[config.mk]
export PLATFORM = sky130hd
export DESIGN_NAME = note_onset_detect_flat
export DESIGN_NICKNAME = d
export VERILOG_FILES = /design/src/rtl/goertzel_pkg.sv /design/src/rtl/note_onset_detect_if.sv /design/src/rtl/hit_event_reg.sv /design/src/rtl/note_onset_detect.sv /design/src/flat_wrapper.sv
export SDC_FILE = /design/constraint.sdc
export NUM_CORES = 1
export LEC_CHECK = 0
export CORE_ASPECT_RATIO = 1.1
export CORE_MARGIN = 4
export CORE_UTILIZATION = 50
export DETAILED_ROUTE_END_ITERATION = 12
export PLACE_DENSITY = 0.78
export SETUP_SLACK_MARGIN = 0.3
export SKIP_LAST_GASP = 1
export SLEW_MARGIN = 10
export SYNTH_ARGS = -nofsm -noshare
export SYNTH_HDL_FRONTEND = slang
export SYNTH_SLANG_ARGS = --single-unit
[constraint.sdc]
create_clock -name clk -period 4.8 [get_ports clk]
set_input_delay 0.96 -clock clk [delete_from_list [all_inputs] [get_ports clk]]
set_output_delay 0.96 -clock clk [all_outputs]
set_load 0.01 [all_outputs]
[src/rtl/goertzel_pkg.sv]
// rtl/goertzel_pkg.sv - shared Goertzel constants and onset FSM state type
package goertzel_pkg;

    localparam int POWER_W   = 64;
    localparam int FFT_MAG   = 1024;
    localparam int NORMALIZE = 2 ** 23;

    typedef enum logic [1:0] {
        ST_IDLE    = 2'd0,
        ST_ONSET   = 2'd1,
        ST_HOLDOFF = 2'd2
    } onset_state_t;

endpackage

[src/rtl/note_onset_detect_if.sv]
// rtl/note_onset_detect_if.sv - frame input, software control and hit event signals
interface note_onset_detect_if #(
    parameter int POWER_W = 64
);
    logic signed [POWER_W-1:0] power;
    logic                      advance;
    logic        [POWER_W-1:0] threshold;
    logic        [7:0]         holdoff_frames;
    logic                      ack;
    logic                      hit_pulse;
    logic                      hit_pending;
    logic                      overrun;
    logic        [POWER_W-1:0] hit_power;
    logic        [15:0]        hit_count;

    modport master (
        output power, advance, threshold, holdoff_frames, ack,
        input  hit_pulse, hit_pending, overrun, hit_power, hit_count
    );

    modport slave (
        input  power, advance, threshold, holdoff_frames, ack,
        output hit_pulse, hit_pending, overrun, hit_power, hit_count
    );

endinterface

[src/rtl/hit_event_reg.sv]
// rtl/hit_event_reg.sv - hit strobe, sticky pending/overrun flags, last peak and hit counter
module hit_event_reg #(
    parameter int POWER_W = 64
) (
    input  logic               clk,
    input  logic               reset,
    input  logic               hit,
    input  logic [POWER_W-1:0] peak,
    input  logic               ack,
    output logic               hit_pulse,
    output logic               hit_pending,
    output logic               overrun,
    output logic [POWER_W-1:0] hit_power,
    output logic [15:0]        hit_count
);

    logic [15:0] count_q;

    assign hit_count = count_q;

    // A hit always wins over a coincident ack: pending stays set, only overrun is cleared.
    always_ff @(posedge clk) begin
        if (reset) begin
            hit_pulse   <= 1'b0;
            hit_pending <= 1'b0;
            overrun     <= 1'b0;
            hit_power   <= '0;
            count_q     <= '0;
        end else begin
            hit_pulse <= hit;
            if (hit) begin
                hit_pending <= 1'b1;
                hit_power   <= peak;
                overrun     <= ack ? 1'b0 : (overrun | hit_pending);
                if (count_q != 16'hFFFF) begin
                    count_q <= count_q + 16'd1;
                end
            end else if (ack) begin
                hit_pending <= 1'b0;
                overrun     <= 1'b0;
            end
        end
    end

endmodule

[src/rtl/note_onset_detect.sv]
// rtl/note_onset_detect.sv - per-frame onset FSM with peak tracking and release hysteresis
module note_onset_detect #(
    parameter int POWER_W          = 64,
    parameter int MAX_ONSET_FRAMES = 4
) (
    input  logic                clk,
    input  logic                reset,
    note_onset_detect_if.slave  bus
);
    import goertzel_pkg::*;

    localparam int CNT_W = $clog2(MAX_ONSET_FRAMES + 1);

    onset_state_t       state;
    logic [POWER_W-1:0] peak;
    logic [CNT_W-1:0]   onset_cnt;
    logic [7:0]         hold_cnt;

    logic [POWER_W-1:0] power_clamped;
    logic [POWER_W-1:0] release_level;
    logic               enabled;
    logic               grows;
    logic               hit;

    always_comb begin
        power_clamped = bus.power[POWER_W-1] ? '0 : $unsigned(bus.power);
        release_level = bus.threshold >> 1;
        enabled       = (bus.threshold != '0);
        grows         = (power_clamped > peak) &&
                        (onset_cnt < CNT_W'(MAX_ONSET_FRAMES));
        // Decision is made on the deciding frame so the registered pulse lands one cycle later.
        hit           = bus.advance && enabled && (state == ST_ONSET) && !grows;
    end

    always_ff @(posedge clk) begin
        if (reset) begin
            state     <= ST_IDLE;
            peak      <= '0;
            onset_cnt <= '0;
            hold_cnt  <= '0;
        end else if (!enabled) begin
            state <= ST_IDLE;
        end else if (bus.advance) begin
            case (state)
                ST_IDLE: begin
                    if (power_clamped >= bus.threshold) begin
                        state     <= ST_ONSET;
                        peak      <= power_clamped;
                        onset_cnt <= CNT_W'(1);
                    end
                end
                ST_ONSET: begin
                    if (grows) begin
                        peak      <= power_clamped;
                        onset_cnt <= onset_cnt + CNT_W'(1);
                    end else begin
                        hold_cnt <= bus.holdoff_frames;
                        state    <= ST_HOLDOFF;
                    end
                end
                ST_HOLDOFF: begin
                    // Stay here while the note is still ringing above the release level.
                    if (hold_cnt != 8'd0) begin
                        hold_cnt <= hold_cnt - 8'd1;
                    end else if (power_clamped < release_level) begin
                        state <= ST_IDLE;
                    end
                end
                default: state <= ST_IDLE;
            endcase
        end
    end

    hit_event_reg #(
        .POWER_W (POWER_W)
    ) u_event (
        .clk         (clk),
        .reset       (reset),
        .hit         (hit),
        .peak        (peak),
        .ack         (bus.ack),
        .hit_pulse   (bus.hit_pulse),
        .hit_pending (bus.hit_pending),
        .overrun     (bus.overrun),
        .hit_power   (bus.hit_power),
        .hit_count   (bus.hit_count)
    );

endmodule
[src/flat_wrapper.sv]
// flat-port wrapper written by rule: the top's interface ports become plain ports
module note_onset_detect_flat import goertzel_pkg::*;
#(
    parameter int POWER_W          = 64,
    parameter int MAX_ONSET_FRAMES = 4
)
  (clk, reset, bus_power, bus_advance, bus_threshold, bus_holdoff_frames, bus_ack, bus_hit_pulse, bus_hit_pending, bus_overrun, bus_hit_power, bus_hit_count);
  note_onset_detect_if #(.POWER_W(POWER_W)) bus_i ();
  input  logic clk;
  input  logic reset;
  input wire logic [$bits(bus_i.power)-1:0] bus_power;
  input wire logic [$bits(bus_i.advance)-1:0] bus_advance;
  input wire logic [$bits(bus_i.threshold)-1:0] bus_threshold;
  input wire logic [$bits(bus_i.holdoff_frames)-1:0] bus_holdoff_frames;
  input wire logic [$bits(bus_i.ack)-1:0] bus_ack;
  output wire logic [$bits(bus_i.hit_pulse)-1:0] bus_hit_pulse;
  output wire logic [$bits(bus_i.hit_pending)-1:0] bus_hit_pending;
  output wire logic [$bits(bus_i.overrun)-1:0] bus_overrun;
  output wire logic [$bits(bus_i.hit_power)-1:0] bus_hit_power;
  output wire logic [$bits(bus_i.hit_count)-1:0] bus_hit_count;
  assign bus_i.power = bus_power;
  assign bus_i.advance = bus_advance;
  assign bus_i.threshold = bus_threshold;
  assign bus_i.holdoff_frames = bus_holdoff_frames;
  assign bus_i.ack = bus_ack;
  assign bus_hit_pulse = bus_i.hit_pulse;
  assign bus_hit_pending = bus_i.hit_pending;
  assign bus_overrun = bus_i.overrun;
  assign bus_hit_power = bus_i.hit_power;
  assign bus_hit_count = bus_i.hit_count;
  note_onset_detect #(.POWER_W(POWER_W), .MAX_ONSET_FRAMES(MAX_ONSET_FRAMES)) u_core (.clk(clk), .reset(reset), .bus(bus_i));
endmodule
### Word-level counts from Yosys, hierarchy flattened

Index checks and enable logic that the tools add are counted.

* register bits after elaboration: 160
* bits in latches: 0
* RAM bits: 0
* memory bits (read-only): 0
* input port bits: 140
* output and inout port bits: 83
* logic and storage cells: 62
* memories kept: 0

* add/subtract/negate cells: 3
* multiply operators: 0
* div/mod/pow operators: 0
* order comparisons: 4
* equality and inequality tests: 9
* shifts and indexed selects: 0
* muxes and demuxes: 19
* bitwise operators: 2
* reductions and logical operators: 16

Operators by type and width (number)
* $mux 64: 2
* $pmux 64 s2: 1
* $ge 64x64->1: 1
* $gt 64x64->1: 1
* $lt 64x63->1: 1
* $reduce_bool 64->1: 1
* $mux 63: 1
* $add 16x1->16 const B: 1
* $mux 8: 2
* $ne 16x16->1 const B: 1
* $pmux 8 s2: 1
* $reduce_and 5->1: 3
* $mux 2: 4
* $ne 2x1->1 const B: 4
* $reduce_bool 8->1: 1
* $sub 8x1->8 const B: 1
* $mux 3: 2
* $pmux 2 s3: 1
* $pmux 3 s2: 1
* $reduce_bool 2->1: 3
* $logic_and 1x1->1: 4
* $mux 1: 4
* $ne 2x2->1 const B: 2
* $add 3x1->3 const B: 1
* other kinds (9): 9

### Logic depth before layout (Yosys ltp)

Gate-level depths: netlist of run 1.

* depth after elaboration: 6
* mapped depth: 14
* mapped depth without buffers: 11

### Hierarchy

From an unflattened synthesis of run 1, not the netlist that was laid out.

* cell total of the unflattened synthesis: 1391
* area total of the unflattened synthesis: 11375.9 sq um

By module, submodules not included
* note_onset_detect: instances 1, cells each 1079, area an instance 8249.2 sq um, sequential area each 1521.5 sq um
* hit_event_reg: instances 1, cells each 312, area an instance 3126.7 sq um, sequential area each 1661.6 sq um

### Worst setup path before layout of run 1

OpenSTA, ideal clock, no wires.

* path kind: input-to-reg
* start: input bus_power[63]
* end: register u_core.u_event.count_q[7], in the netlist u_core.u_event.hit_count[7]
* setup time: 0.123 ns
* arrival time: 3.766 ns
* required time: 4.677 ns
* slack: 0.911 ns
* stages on the path: 12
* cell sequence: clkbuf_1 -> nor2b_1 -> ha_1 -> and4_1 -> and4_4 -> and3_4 -> a211o_1 -> a221o_1 -> a21o_1 -> buf_6 -> nor4_1 -> mux2_1

* longest elaborated chain between the ends: 6

RTL lines
* start: declaration: RTL line flat_wrapper.sv:11 `input wire logic [$bits(bus_i.power)-1:0] bus_power;`
* $mux 63: RTL line note_onset_detect.sv:26 `power_clamped = bus.power[POWER_W-1] ? '0 : $unsigned(bus.power);`
* named net u_core.power_clamped[38]: RTL line note_onset_detect.sv:19 `logic [POWER_W-1:0] power_clamped;`
* $gt 64x64->1: RTL line note_onset_detect.sv:29 `grows = (power_clamped > peak) &&`
* $logic_and 1x1->1: RTL line note_onset_detect.sv:29
* $logic_not 1->1: RTL line note_onset_detect.sv:32 `hit = bus.advance && enabled && (state == ST_ONSET) && !grows;`
* $logic_and 1x1->1: RTL line note_onset_detect.sv:32
* $reduce_and 2->1 (no line)
* end signal: assignment: RTL line hit_event_reg.sv:36 `count_q <= count_q + 16'd1;`
* end: declaration: RTL line hit_event_reg.sv:17 `logic [15:0] count_q;`

The timed path passes the listed nets, and every way through them passes these cells.
A chain may end at the register's enable or synchronous reset.

### Worst setup path after layout of run 1

* start: input bus_power[49]
* end: register u_core.u_event.count_q[13], in the netlist u_core.u_event.hit_count[13]

The elaborated chain is that of the path after synthesis.

==> results of run 1 <==
[area by class of cell]
type | instances | area (sq um)
Antenna cell | 1 | 2.502
Clock buffer | 17 | 425.4
Clock inverter | 14 | 148.9
Fill cell | 1907 | 7528
Inverter | 143 | 536.8
Multi-Input combinational cell | 987 | 7396
Sequential cell | 158 | 3163
Tap cell | 295 | 369.1
Timing Repair Buffer | 270 | 2610
[registers in the layout, indices dropped and copies added (netlist names)]
signal                      flops
u_core.hold_cnt                 8
u_core.onset_cnt                3
u_core.peak                    63
u_core.state                    2
u_core.u_event.hit_count       16
u_core.u_event.hit_pending      1
u_core.u_event.hit_power       63
u_core.u_event.hit_pulse        1
u_core.u_event.overrun          1
[cells in the final DEF, fill, tap and decap left out, types with 32 or more instances in the layout]
cell | synthesis | routed
dfxtp_1 | 158 | 158
buf_4 | 4 | 47
inv_1 | 142 | 142
clkdlybuf4s50_1 | 0 | 219
nor2b_1 | 75 | 72
o31ai_1 | 65 | 65
nand3_1 | 35 | 35
mux2i_1 | 64 | 64
nand2_1 | 45 | 45
nand4_1 | 99 | 99
o21ai_0 | 32 | 32
ha_1 | 192 | 192
a21oi_1 | 94 | 94
nor2_1 | 111 | 111
[synthesized netlist by cell type, drive strengths merged, types with 6 or more instances]
cell type and n:
nand3 35, nor4 28, nand2b 11, and3 6
o31ai 65, nor2b 75, a21oi 95, nand4 100
dfxtp 158, o21ai 40, clkbuf 43, buf 19
a21o 19, a221oi 6, nor2 112, ha 192
inv 143, nor3 14, a211oi 11, mux2 10
mux2i 64, nand2 45
[per-layer routing]
layer  up-vias  track usage, %  share of wire [%]  routed length [um]
met5         -               0                  0                   0
met4         0           11.67                3.7                1300
met3        77           4.340                5.5                1900
met2       359           45.64                 48               16630
met1      5184           33.90                 43               14880
li1       5369               -                  -                   -
[worst max path at each step]
stage                       start  cells past startpoint                           end  slack, ps
floorplan           bus_power[63]                     12   u_core.u_event.hit_count[7]        910
global placement    bus_power[31]                     12  u_core.u_event.hit_power[37]       -140
detailed placement  bus_power[31]                     12  u_core.u_event.hit_power[37]       -180
CTS                 bus_power[31]                     11  u_core.u_event.hit_count[13]        450
global route        bus_power[30]                     12  u_core.u_event.hit_power[38]        370
finish              bus_power[49]                     12  u_core.u_event.hit_count[13]        600
[cells by family after synthesis]
kind of cell,count (synthesis),share of synthesized area (%)
simple gates,447,21.34
compound gates,268,15.25
buf+inv,205,7.129
fa+ha+maj,195,21.49
flops,158,27.94
mux,74,6.654
xor+xnor,2,0.1548
other cells,1,0.03313
[tightest hold or removal path, cell delays in order (launching register included)]
cell and delay (ps):
dfxtp_1 310, nand2_1 60, o32ai_1 70
[power breakdown]
group          switching (mW)  internal [mW]
sequential             0.0136           1.33
clock                   0.640          0.735
combinational           0.446          0.336
total                    1.10           2.40
[repair_timing]
item,4_1_cts,5_1_grt
hold buffers,0,0
resized for setup,1,4
setup buffers,0,0
cloned,0,0
setup endpoints to repair,11,9
[stage by stage]
stage	utilization [%]	instance area (sq um)	TNS [ps]	hold slack, ps	total power, mW
global route	66.06	14650	0	513.6	3.658
detailed placement	63.37	14050	-10030	475.4	2.138
finish	66.06	14650	0	483.5	3.501
floorplan	-	11320	0	444.7	1.821
CTS	65.98	14640	0	487.0	3.506
global placement	63.37	14050	-6156	462.3	2.121
==> impl_metrics.csv, run 1 <==
group,metric,value,unit
synthesis,yosysTopAreaCell,"dfxtp_1",
cells_and_area,final_nets,1909,
worst_setup_path,arrival,4520,ps
placed_design,place_ws,-184.5,ps
routing,first_pass_iters,5,
placed_design,dp.cells,1853,
worst_setup_path,r2r_cells,11,
synthesis,synth_area_leaders,"dfxtp_1, ha_1, mux2i_1",
worst_setup_path,crit_path_end_kind,"register",
worst_setup_path,crit_buf_inv,1,
synthesis,synthesis.area,11320,sq um
die,start_util,51.04,%
timing,setup_viol,0,
cells_and_area,layout-drive-gt1-share,6.986,%
worst_setup_path,cp_max_fo,12,
synthesis,async_flop_share,0,%
timing,rsz0062_at_grt,"false",
synthesis,ys_ff_latch,158,
clock_tree,cts_max_level,4,
min_path,hold_depth,2,
worst_setup_path,r2r_slack,1400,ps
global_routing,antenna_found_initial,1,
clock_tree,cts_tree,"built",
global_routing,grt_pass1_vias,11117,
cells_and_area,area_growth,29.44,%
worst_setup_path,start_kind,"input port",
worst_setup_path,slowest_delay,450,ps
routing,via_per_inst,5.830,
outcome,status,"finished, final reports clean",
timing,relSlewSlack,42.65,%
timing,skew,13.56,ps
pwr,ir_drop,217.9,uV
die,core,22180,sq um
clock_tree,clkTransAtPathRegs,70,ps
global_routing,grt_use_total,27.09,%
min_path,holdPathEnd,"u_core.onset_cnt[2]",
placed_design,dp_hpwl,26.75,mm
routing,vias,10989,
synthesis,synth_top_cell_area_share,27.94,%
cells_and_area,stdcell_count,1885,
clock_tree,cts_buffers,17,
global_routing,grt_overflow,0,
die,rows,57,
routing,drc,0,
clock_tree,root_buffer,"clkbuf_16",
synthesis,synth_edf_count,0,
routing,drt_iter0_drc,606,
routing,postRouteAntennaNets,0,
die,die_h,165.8,um
synthesis,yosysSeqAreaShare,27.94,%
global_routing,grt_pass1_wl,55.18,mm
clock_tree,clk-insertion-delay-late,440,ps
placed_design,portBuffers,221,
die,io_pins,223,
clock_tree,clkSinkCount,158,
timing,period_share,87.48,%
global_routing,grt_max_degree,71,
worst_setup_path,reg2reg_to,"u_core.u_event.hit_power[39]",
timing,fin_crit,4199,ps
synthesis,syn_inst,1350,
placed_design,globalplace.congestion,0.9159,
min_path,hp-start,"u_core.onset_cnt[2]",
flow_run,cap_violations,0,
timing,post-route-worst-setup-slack,600.8,ps
worst_setup_path,cpMaxStageDelayCell,"clkdlybuf4s50_1",
worst_setup_path,cp.required,5120,ps
timing,final_max_slew_viol_count,0,
pwr,leakage,6.186,nW
die,die-area,25110,sq um
timing,tightest_slew,860.2,ps
timing,final-hold-violation-count,0,
routing,wl_per_cell,18.42,um
synthesis,synth_cell_types,65,
worst_setup_path,crit_type,"input port to register",
synthesis,yosysWarnings,0,
worst_setup_path,crit_chain,"clkdlybuf4s50_1, nor2b_1, ha_1, nand4_1, nor3_1, and4_4, and3_4, a211o_1, a221o_1, a21o_2, nor4_1, mux2_1",
worst_setup_path,crit_family,"simple AND/OR/NAND/NOR gates",
routing,routed_wl,34.71,mm
die,dieWidth,151.5,um
pwr,power_per_cell_area,238.9,nW/um^2
timing,fmax,0.2381,GHz
min_path,hold_path_class,"register to register",
synthesis,avgSynthCellArea,8.385,sq um
synthesis,syn_nets,1682,
synthesis,yosys_most_used_dff,"dfxtp_1",
worst_setup_path,reg2reg_from,"u_core.peak[31]",
clock_tree,cts_buffer_depth,2,
No activity file was read; power rests on OpenSTA's default activity.
==> inputs of run 2 (changes only) <==
--- a/config.mk
+++ b/config.mk
@@ -12,7 +12,7 @@
 export PLACE_DENSITY = 0.78
 export SETUP_SLACK_MARGIN = 0.3
 export SKIP_LAST_GASP = 1
-export SLEW_MARGIN = 10
+export SLEW_MARGIN = 20
 export SYNTH_ARGS = -nofsm -noshare
 export SYNTH_HDL_FRONTEND = slang
 export SYNTH_SLANG_ARGS = --single-unit
==> results of run 2 <==
Same layout as run 1: the final DEF is identical, and so are final timing and power.
==> inputs of run 3 (changes only) <==
--- a/config.mk
+++ b/config.mk
@@ -6,12 +6,11 @@
 export NUM_CORES = 1
 export LEC_CHECK = 0
 export CORE_ASPECT_RATIO = 1.1
-export CORE_MARGIN = 4
+export CORE_MARGIN = 1.5
 export CORE_UTILIZATION = 50
 export DETAILED_ROUTE_END_ITERATION = 12
 export PLACE_DENSITY = 0.78
 export SETUP_SLACK_MARGIN = 0.3
-export SKIP_LAST_GASP = 1
 export SLEW_MARGIN = 20
 export SYNTH_ARGS = -nofsm -noshare
 export SYNTH_HDL_FRONTEND = slang
==> run 3 against run 2 <==
  * Sequential cell count unchanged
  * Global-route usage rose by 1.5 points
  * Critical path depth shrank 1
  * Clock-buffer cell count is the same
==> impl_metrics.csv, run 3 (same netlist as run 1, synthesis figures left out) <==
group,metric,value,unit
outcome,status,"finished, final reports clean",
worst_setup_path,cp_max_fo,12,
placed_design,dp_hpwl,25.59,mm
timing,setup-tns-final,0,ps
cells_and_area,n_fill_cell,1819,
timing,final_max_slew_viol_count,0,
routing,drt_iter0_drc,632,
cells_and_area,layout-drive-gt1-share,7.774,%
placed_design,globalplace.congestion,0.8971,
routing,first_pass_iters,5,
placed_design,portBuffers,221,
clock_tree,cts_resized,0,
clock_tree,cts_max_level,4,
timing,period_share,86.99,%
clock_tree,holdBufCountCts,0,
worst_setup_path,arrival,4500,ps
die,dieWidth,146.5,um
routing,routed_wl,33.47,mm
clock_tree,cts_buffers,17,
worst_setup_path,start_kind,"input port",
global_routing,grt_overflow,0,
clock_tree,clkTransAtPathRegs,70,ps
timing,setup_viol,0,
pwr,ir_drop,244.8,uV
cells_and_area,area_growth,30.84,%
global_routing,antenna_found_initial,0,
global_routing,use_met1,34.83,%
flow_run,cap_violations,0,
clock_tree,cts_setup_buffers,0,
worst_setup_path,crit_path_end_kind,"register",
clock_tree,clkSinkCount,158,
worst_setup_path,crit_family,"compound AO/OA/AOI/OAI gates",
die,core,22180,sq um
timing,whs,487.6,ps
worst_setup_path,cpMaxStageDelayCell,"a221o_1",
pwr,leakage,6.292,nW
routing,via_per_inst,5.786,
global_routing,grt_max_degree,91,
die,start_util,51.04,%
min_path,hold_path_class,"register to register",
global_routing,grtUsageMet2,50.93,%
die,io_pins,223,
pwr,power_per_cell_area,238.6,nW/um^2
clock_tree,clk-insertion-delay-late,440,ps
die,die-area,23550,sq um
routing,wl_per_cell,17.59,um
global_routing,grt-busiest-layer,"met2",
cells_and_area,fin_util,66.77,%
routing,postRouteAntennaNets,0,
worst_setup_path,crit_type,"input port to register",
cells_and_area,multi_input_area,7376,sq um
timing,skew,12.46,ps
cells_and_area,mostFrequentLayoutCells,"clkdlybuf4s50_1, ha_1, dfxtp_1, inv_1, nor2_1",
clock_tree,cts_tree,"built",
worst_setup_path,crit_chain,"clkdlybuf4s50_1, nor2b_1, ha_1, a21oi_1, a21boi_0, o31ai_1, nand3_1, a221o_1, a21o_2, nor4_1, mux2_1",
global_routing,grt_pass1_wl,54.81,mm
timing,final-hold-violation-count,0,
die,die_h,160.8,um
timing,tightest_slew,968.6,ps
global_routing,grt_use_total,28.61,%
cells_and_area,stdcell_count,1903,
routing,drc,0,
routing,vias,11010,
worst_setup_path,cp.required,5130,ps
worst_setup_path,slowest_delay,500,ps
clock_tree,cts_buffer_depth,2,
pwr,total_power,3.534,mW
timing,fmax,0.2395,GHz
cells_and_area,layout_commonest_cell,"clkdlybuf4s50_1",
timing,rsz0062_at_grt,"false",
timing,fin_crit,4176,ps
die,rows,57,
global_routing,grt_use_met3,4.233,%
cells_and_area,regArea,3163,sq um
clock_tree,root_buffer,"clkbuf_16",
global_routing,grt_pass1_vias,11194,
cells_and_area,diodes,0,
placed_design,dp.cells,1871,
cells_and_area,final_nets,1927,
worst_setup_path,crit_buf_inv,1,
timing,relSlewSlack,35.43,%
-- run 3: changes by cell type in the layout (fill, tap and decap cells not counted), moves of 2 or more --
| cell | before | now |
|---|---|---|
| clkinv_8 | 0 | 2 |
| clkinv_4 | 2 | 0 |
| buf_12 | 3 | 5 |
| nor2b_1 | 72 | 75 |
| buf_4 | 47 | 63 |
| nor2b_2 | 3 | 0 |
| inv_6 | 5 | 7 |
-- run 3: path summary, 6_finish.rpt --
path / cells past startpoint / to / slack (ps) / start
min: 2 / u_core.onset_cnt[1] / 490 / u_core.onset_cnt[1]
max: 11 / u_core.u_event.hit_count[13] / 620 / bus_power[14]
min reg2reg: 2 / u_core.onset_cnt[1] / 490 / u_core.onset_cnt[1]
max reg2reg: 12 / u_core.u_event.hit_power[37] / 1430 / u_core.peak[51]
-- run 3: where the power goes --
part	leakage, nW	switching [mW]	internal, mW
combinational	4.73	0.445	0.352
clock	0.291	0.649	0.744
sequential	1.27	0.0132	1.33
total	6.29	1.11	2.43
-- run 3: metrics by stage --
step	instance area (sq um)	worst slack (ps)
floorplan	11320	910.6
global placement	14210	259.4
detailed placement	14210	182.5
CTS	14810	648.1
global route	14810	466.4
finish	14810	624.3
-- run 3: routing by layer --
metal,wire length [um],part of all wire [%]
met5,0,0
met4,851,2.5
met3,1708,5.1
met2,16510,49
met1,14390,43
-- run 3: final cells by class --
type / count / area share (%)
multi-input cells: 987 / 49.80
flip-flops and latches: 158 / 21.36
repair buffers: 288 / 18.70
inverters: 143 / 3.624
clock buffers: 17 / 2.872
well taps: 295 / 2.492
clock inverters: 15 / 1.149
-- run 3: worst reg2reg max path, delay by kind of cell, from the launching register on --
family	cells	cell delay, ps
flip-flops	1	350
adder cells (fa/ha/maj)	1	320
AND/OR/NAND/NOR	5	1130
AO/OA/AOI/OAI	3	830
multiplexers	1	260
buffers and inverters	2	330
